File: config.mk
export PLATFORM = sky130hd
export DESIGN_NAME = trap_controller
export DESIGN_NICKNAME = d
export VERILOG_FILES = /design/src/rtl/trap_controller.sv
export SDC_FILE = /design/constraint.sdc
export NUM_CORES = 1
export LEC_CHECK = 0
export CAP_MARGIN = 20
export CORE_ASPECT_RATIO = 1.1
export CORE_MARGIN = 2
export CORE_UTILIZATION = 35
export CTS_CLUSTER_SIZE = 20
export DETAILED_ROUTE_END_ITERATION = 10
export GPL_TIMING_DRIVEN = 0
export MAX_ROUTING_LAYER = met4
export PLACE_DENSITY = 0.86
export SYNTH_ARGS = -nofsm -noshare
export SYNTH_HDL_FRONTEND = slang
export SYNTH_SLANG_ARGS = --single-unit
File: constraint.sdc
create_clock -name clk -period 1.8 [get_ports clk]
set_input_delay 0.18 -clock clk [delete_from_list [all_inputs] [get_ports clk]]
set_output_delay 0.18 -clock clk [all_outputs]
set_load 0.1 [all_outputs]
File: src/rtl/trap_controller.sv
// -----------------------------------------------------------------------------
// trap_controller
//
// Pre-trap / trap-return sequencer that sits upstream of the Control Unit and
// produces its trap_done input.
//
// On an exception (EBREAK, ECALL, misaligned fetch/load/store, illegal), it
// writes mepc and mcause through a dedicated CSR write port. When
// TRAP_MTVAL_EN is defined it also writes mtval. It then reads mtvec and
// presents the handler address. On MRET it reads mepc and presents the return
// address. trap_done is held low while a sequence runs, which stalls the PC.
//
// Build option:
//   TRAP_MTVAL_EN  - when defined, adds the WR_MTVAL state and the tval latch.
//                    When undefined, mtval is never written by this block.
//
// Parameters:
//   XLEN                 data/address width (default 32)
//
// Ports:
//   clk                  in   1     system clock
//   reset                in   1     synchronous, active-low reset
//   trap_status          in   3     0 NONE, 1 EBREAK, 2 ECALL, 3 MISALIGNED_FETCH,
//                                   4 MISALIGNED_LOAD, 5 MISALIGNED_STORE,
//                                   6 ILLEGAL, 7 MRET
//   pc                   in   XLEN  PC of the current instruction
//   bad_addr             in   XLEN  faulting address for misaligned traps
//   csr_read_data        in   XLEN  combinational CSR read data for csr_trap_address
//   trap_done            out  1     1 = no trap sequence in progress
//   csr_trap_write       out  1     CSR write strobe
//   csr_trap_address     out  12    CSR address for read/write
//   csr_trap_write_data  out  XLEN  CSR write data
//   trap_target          out  XLEN  next PC; valid only in DONE
// -----------------------------------------------------------------------------
module trap_controller #(
    parameter int XLEN = 32
) (
    input  logic            clk,
    input  logic            reset,
    input  logic [2:0]      trap_status,
    input  logic [XLEN-1:0] pc,
    input  logic [XLEN-1:0] bad_addr,
    input  logic [XLEN-1:0] csr_read_data,
    output logic            trap_done,
    output logic            csr_trap_write,
    output logic [11:0]     csr_trap_address,
    output logic [XLEN-1:0] csr_trap_write_data,
    output logic [XLEN-1:0] trap_target
);

    localparam logic [11:0] CSR_MEPC   = 12'h341;
    localparam logic [11:0] CSR_MCAUSE = 12'h342;
    localparam logic [11:0] CSR_MTVAL  = 12'h343;
    localparam logic [11:0] CSR_MTVEC  = 12'h305;

    localparam logic [2:0] TS_NONE = 3'd0;
    localparam logic [2:0] TS_MRET = 3'd7;

    typedef enum logic [2:0] {
        IDLE      = 3'd0,
        WR_MEPC   = 3'd1,
        WR_MCAUSE = 3'd2,
`ifdef TRAP_MTVAL_EN
        WR_MTVAL  = 3'd3,
`endif
        RD_MTVEC  = 3'd4,
        RD_MEPC   = 3'd5,
        DONE      = 3'd6
    } state_t;

    // mcause encoding for each trap code; interrupt bit (XLEN-1) always 0.
    function automatic logic [XLEN-1:0] cause_of(input logic [2:0] code);
        logic [3:0] c;
        case (code)
            3'd1:    c = 4'd3;   // EBREAK
            3'd2:    c = 4'd11;  // ECALL
            3'd3:    c = 4'd0;   // misaligned fetch
            3'd4:    c = 4'd4;   // misaligned load
            3'd5:    c = 4'd6;   // misaligned store
            3'd6:    c = 4'd2;   // illegal instruction
            default: c = 4'd0;
        endcase
        return {{(XLEN-4){1'b0}}, c};
    endfunction

`ifdef TRAP_MTVAL_EN
    // mtval source for each trap code.
    function automatic logic [XLEN-1:0] tval_of(input logic [2:0]      code,
                                                 input logic [XLEN-1:0] pc_v,
                                                 input logic [XLEN-1:0] bad_v);
        logic [XLEN-1:0] t;
        case (code)
            3'd1:    t = pc_v;
            3'd3:    t = bad_v;
            3'd4:    t = bad_v;
            3'd5:    t = bad_v;
            default: t = {XLEN{1'b0}};
        endcase
        return t;
    endfunction
`endif

    state_t          state_r;
    state_t          state_next_s;
    logic [XLEN-1:0] cause_r;
`ifdef TRAP_MTVAL_EN
    logic [XLEN-1:0] tval_r;
`endif
    logic            write_r;
    logic            write_next_s;
    logic [11:0]     addr_r;
    logic [11:0]     addr_next_s;
    // The write-data register also serves as the captured pc for WR_MEPC.
    logic [XLEN-1:0] wdata_r;
    logic [XLEN-1:0] wdata_next_s;
    logic [XLEN-1:0] target_r;
    logic [XLEN-1:0] target_next_s;
    logic            is_exc_s;

    // Only the aligned part of the read data forms a target; mode bits are dropped.
`ifdef TRAP_MTVAL_EN
    logic unused_s;
    assign unused_s = ^csr_read_data[1:0];
`else
    logic unused_s;
    assign unused_s = ^{csr_read_data[1:0], bad_addr};
`endif

    assign is_exc_s = (trap_status != TS_NONE) && (trap_status != TS_MRET);

    // trap_done drops in the very cycle a trap is presented.
    assign trap_done = ((state_r == IDLE) && (trap_status == TS_NONE)) || (state_r == DONE);

    // The strobe is gated by reset so no write escapes while reset is asserted.
    assign csr_trap_write      = write_r & reset;
    assign csr_trap_address    = addr_r;
    assign csr_trap_write_data = wdata_r;
    assign trap_target         = target_r;

    // State register.
    always_ff @(posedge clk) begin
        if (!reset) begin
            state_r <= IDLE;
        end else begin
            state_r <= state_next_s;
        end
    end

    // Next-state logic.
    always_comb begin
        state_next_s = state_r;
        case (state_r)
            IDLE: begin
                if (trap_status == TS_MRET) begin
                    state_next_s = RD_MEPC;
                end else if (is_exc_s) begin
                    state_next_s = WR_MEPC;
                end else begin
                    state_next_s = IDLE;
                end
            end
            WR_MEPC:   state_next_s = WR_MCAUSE;
`ifdef TRAP_MTVAL_EN
            WR_MCAUSE: state_next_s = WR_MTVAL;
            WR_MTVAL:  state_next_s = RD_MTVEC;
`else
            WR_MCAUSE: state_next_s = RD_MTVEC;
`endif
            RD_MTVEC:  state_next_s = DONE;
            RD_MEPC:   state_next_s = DONE;
            DONE:      state_next_s = IDLE;
            default:   state_next_s = IDLE;
        endcase
    end

    // Output values for the coming state, so CSR port outputs come from flops.
    always_comb begin
        write_next_s  = 1'b0;
        addr_next_s   = 12'h000;
        wdata_next_s  = {XLEN{1'b0}};
        target_next_s = target_r;
        case (state_next_s)
            WR_MEPC: begin
                write_next_s = 1'b1;
                addr_next_s  = CSR_MEPC;
                wdata_next_s = {pc[XLEN-1:2], 2'b00};
            end
            WR_MCAUSE: begin
                write_next_s = 1'b1;
                addr_next_s  = CSR_MCAUSE;
                wdata_next_s = cause_r;
            end
`ifdef TRAP_MTVAL_EN
            WR_MTVAL: begin
                write_next_s = 1'b1;
                addr_next_s  = CSR_MTVAL;
                wdata_next_s = tval_r;
            end
`endif
            RD_MTVEC: begin
                addr_next_s = CSR_MTVEC;
            end
            RD_MEPC: begin
                addr_next_s = CSR_MEPC;
            end
            default: begin
                addr_next_s = 12'h000;
            end
        endcase
        // The target is captured from the read performed in the current state.
        if ((state_r == RD_MTVEC) || (state_r == RD_MEPC)) begin
            target_next_s = {csr_read_data[XLEN-1:2], 2'b00};
        end else begin
            target_next_s = target_r;
        end
    end

    // CSR port and target registers.
    always_ff @(posedge clk) begin
        if (!reset) begin
            write_r  <= 1'b0;
            addr_r   <= 12'h000;
            wdata_r  <= {XLEN{1'b0}};
            target_r <= {XLEN{1'b0}};
        end else begin
            write_r  <= write_next_s;
            addr_r   <= addr_next_s;
            wdata_r  <= wdata_next_s;
            target_r <= target_next_s;
        end
    end

    // Trap information latched at detection; inputs are ignored afterwards.
    always_ff @(posedge clk) begin
        if (!reset) begin
            cause_r <= {XLEN{1'b0}};
`ifdef TRAP_MTVAL_EN
            tval_r  <= {XLEN{1'b0}};
`endif
        end else if ((state_r == IDLE) && is_exc_s) begin
            cause_r <= cause_of(trap_status);
`ifdef TRAP_MTVAL_EN
            tval_r  <= tval_of(trap_status, pc, bad_addr);
`endif
        end else begin
            cause_r <= cause_r;
`ifdef TRAP_MTVAL_EN
            tval_r  <= tval_r;
`endif
        end
    end

endmodule
# Yosys cells after proc, flatten, opt, wreduce, memory -nomap -nowiden
# Index checks and enable logic that the tools add are counted.
# W data, S select, Z words.
# word_totals
elab_cells	41
input_bits	101
out_inout_bits	78
reg_bits	82
# classes
bitwise_logic	1
reduce_logical	11
eq_ne	16
muxes	7
# op_table
operator	count
$pmux W32 S2	1
$pmux W10 S3	1
$eq A3 B3 Y1 const B	9
$pmux W4 S5	1
$pmux W3 S4	1
$eq A3 B1 Y1 const B	3
$eq A3 B2 Y1 const B	3
$logic_not A3 Y1	2
$reduce_or A2 Y1	3
$logic_and A1 B1 Y1	3
$mux W3	1
$ne A3 B3 Y1 const B	1
$reduce_bool A3 Y1	1
$logic_or A1 B1 Y1	2
$mux W1	2
$and A1 B1 Y1	1

# Longest topological paths before layout
# logic_depth
ltp_word	8
depth_mapped	5
depth_no_buf	3

# Worst setup path before layout
# No wires, ideal clock.
# synth_timing
kind	input -> output
from	input port trap_status[0]
to	output port trap_done
arrival_time_ns	2.551
cell_stages	4
setup_slack_ns	-0.931
path_cell_list	clkbuf_1 > or3_1 > or3_1 > a21oi_1
# synth_between
elab_chain_cells	3
# synth_rtl
item	line_no	rtl
from (decl)	40	input logic [2:0] trap_status,
$logic_not A3 Y1	132	assign trap_done = ((state_r == IDLE) && (trap_status == TS_NONE)) || (state_r == DONE);
$logic_and A1 B1 Y1	132	
$logic_or A1 B1 Y1	132	
to (decl)	44	output logic trap_done,
# No other way between the ends.

# Worst setup path in the final report
# layout_timing
from	register state_r[1]
to	output port trap_done
# layout_between
elab_chain_cells	3
# layout_rtl
item	line_no	rtl
from (decl)	103	state_t state_r;
from (signal assigned)	145	state_r <= state_next_s;
$logic_not A3 Y1	132	
$logic_and A1 B1 Y1	132	
$logic_or A1 B1 Y1 *	132	
# Every way passes the cells marked *; elsewhere a longest branch is shown, timed or not.

==> metrics.md <==
| Metric | Value |
|---|---|
| Required @ worst endpoint | `1620 ps` |
| CTS tree | `done` |
| Total power per unit cell area | `1240 nW/µm²` |
| Global-route wire length before repair | `9920 µm` |
| Reg-to-Reg End | `csr_trap_write_data[21]$_SDFF_PN0_` |
| Area delta synth->final | `62.4%` |
| Avg Inst Size Synth | `9.39 µm²` |
| Final Critical Period | `1810 ps` |
| Clk_lat worst skew | `340 ps` |
| Post-layout nets | `530` |
| DP HPWL | `4730 µm` |
| Core Box Area | `7350 µm²` |
| CTS Root Cell | `clkbuf_8` |
| Top cells by count, synth | `75 x dfxtp_1, 64 x nand2_1, 32 x a21oi_1` |
| Port buffer count | `131` |
| Layout cells sized above 1 | `13.6%` |
| N_diodes | `0` |
| Via count | `2,353` |
| Via density | `4.52` |
| Max VDD drop | `0.612 mV` |
| Final std cells w/o fill | `521` |
| HP Class | `in -> reg` |
| Largest cells by area after synthesis | `dfxtp_1 57%, nand2_1 9.2%, a21oi_1 6.1%, and2_1 4.5%, and2_2 3.2%` |
| Cell Area, Synth | `2620 µm²` |
| Initial core utilization | `35.6%` |
| Distinct cells, synth | `39` |
| Seq/Total Area, Yosys | `57.3%` |
| CTS H-tree lvls | `3` |
| Worst-path fanout max | `10` |
| Critical path endpoint category | `output port` |
| Total negative slack | `-8.54 ps` |
| Area of the multi-input gates | `991 µm²` |
| Final max-slew violation count | `0` |
| Largest net degree at the start of global routing | `13` |
| Violated checks | `setup timing` |
| Most numerous cell in the Yosys netlist | `dfxtp_1` |
| Site Rows | `33` |
| Post-route DRC | `0` |
| Clock skew | `9.25 ps` |
| Die width | `86.5 µm` |
| Remaining antenna violation count | `0` |
| Sequential Area | `1500 µm²` |
| Die height | `94.7 µm` |
| Clk sink count | `75` |
| Post-synth ARST share | `0%` |
| Number of placed instances, taps included | `504` |
| WL/cell | `11.9 µm` |
| Die Area | `8190 µm²` |
| Crit path kind | `reg -> out` |
| Worst setup SP type | `flop` |
| Status | `complete, but fails checks` |
| DR pass1 iterations | `4` |
| Tot GR Track Use | `15.8%` |
| CTS Buf Count | `9` |
| Number of global-route vias before repair | `2,282` |
| Slew @ Worst Pin | `984 ps` |
| FMAX | `553 MHz` |
| Antenna violations before repair | `0` |
| Reg2reg setup slack | `200 ps` |
| RD Place Congestion | `0.806` |
| Synth Register Bits | `75` |
| Data arrival, critical path | `1630 ps` |
| Leak | `1.97 nW` |
| Synth area leader | `dfxtp_1` |
| Deepest clock path buffer count | `2` |
| Reg2reg path depth | `6` |
| RSZ-0062 raised after global routing | `true` |
| Tcrit/Tclk final | `100%` |
| Fillers | `664` |
| Final Hold Viols | `0` |
| Yosys warns | `0` |
| Top-area cell type share of the netlist area | `57.3%` |
| 1st-iter DRT viols | `39` |
| Number of flops mapped to enable cells by yosys | `0` |
| Slack of the critical path | `-8.54 ps` |
| Final WL | `6210 µm` |
| Final setup vio count | `1` |
| Worst r2r src | `state_r[2]$_SDFF_PN0_` |
| CP startpoint | `state_r[1]$_SDFF_PN0_` |
| Max-capacitance violation count | `0` |
| # IOs | `179` |
| CP endpoint | `trap_done` |
| Slew headroom | `34.7%` |
| Grt ovf | `0` |
| Main synth FF type | `dfxtp_1` |
| Clock slew at reported path FFs | `80 ps` |
| Cells after Synth | `279` |
| Pre-CTS setup slack | `-1160 ps` |
stage by stage:
stage          area, µm²  total power [W]  hold slack (ps)  utilization, %
2_1_floorplan       2670          0.00345              302               -
3_3_place_gp        4090          0.00393              442            55.6
3_5_place_dp        4090          0.00396              446            55.6
4_1_cts             4250          0.00532              116            57.8
5_1_grt             4250          0.00548              145            57.9
6_report            4250          0.00527              140            57.9
placed cells by master (no fill, tap or decap), types with 3 or more instances in the layout:
cell,n
and3_2,4
clkbuf_8,11
clkbuf_1,12
clkbuf_2,3
nor3_1,8
and2_2,11
and2_1,19
dfxtp_1,74
dlygate4sd2_1,67
conb_1,8
nor2_1,5
nand2_1,64
buf_6,4
clkdlybuf4s50_1,60
a21oi_1,31
buf_4,12
worst max-delay path, stage by stage (launching register included):
cell	delay, ps
dfxtp_2	350
buf_4	170
or3_4	400
a21oi_4	180
buf_12	190
sequential cells by signal, summed over array words and instances (netlist names):
name,flops
csr_trap_write_data,32
trap_target,30
csr_trap_address,5
cause_r,4
state_r,3
write_r,1
what timing repair did:
action / CTS / global route
pin swaps: 0 / 1
setup buffers: 0 / 1
resized for setup: 81 / 10
cloned: 0 / 0
hold buffers: 0 / 0
setup endpoints to repair: 70 / 23
layer usage:
metal / part of all wire (%) / track usage, % / vias up
li1: - / - / 1201
met1: 41 / 16.5 / 1036
met2: 48 / 26.7 / 106
met3: 8.8 / 5.16 / 10
met4: 1.8 / 7.81 / 0
met5: 0 / - / -
layout make-up:
cell class | count | area share (%)
clock inverter | 4 | 1.71
buffer | 28 | 4.21
tap | 87 | 2.56
clock buffer | 12 | 3.65
inverter | 2 | 0.176
sequential | 75 | 35.3
multi-input combinational | 181 | 23.3
timing repair buffer | 132 | 29.1
kinds of logic after synthesis:
family	synth area share [%]
buffers and inverters	6.69
AND/OR/NAND/NOR	25.2
flip-flops	57.3
other	0.143
AO/OA/AOI/OAI	10.7
worst min-delay path by stage:
stage | startpoint | to | slack [ps] | depth (start not counted)
4_1_cts | reset | state_r[2]$_SDFF_PN0_ | 120 | 2
5_1_grt | reset | state_r[2]$_SDFF_PN0_ | 140 | 2
2_1_floorplan | pc[12] | csr_trap_write_data[12]$_SDFF_PN0_ | 300 | 1
3_3_place_gp | trap_target[29]$_SDFFE_PN0N_ | trap_target[29]$_SDFFE_PN0N_ | 440 | 2
3_5_place_dp | trap_target[13]$_SDFFE_PN0N_ | trap_target[13]$_SDFFE_PN0N_ | 450 | 2
6_report | reset | state_r[2]$_SDFF_PN0_ | 140 | 2
report_power, final:
part	internal, W	leakage, nW	switching, W
Sequential	0.00182	0.613	0.0000612
Clock	0.000855	0.113	0.000590
Combinational	0.000460	1.25	0.00148
Total	0.00314	1.97	0.00213
Power figures use the tool's default switching activity.
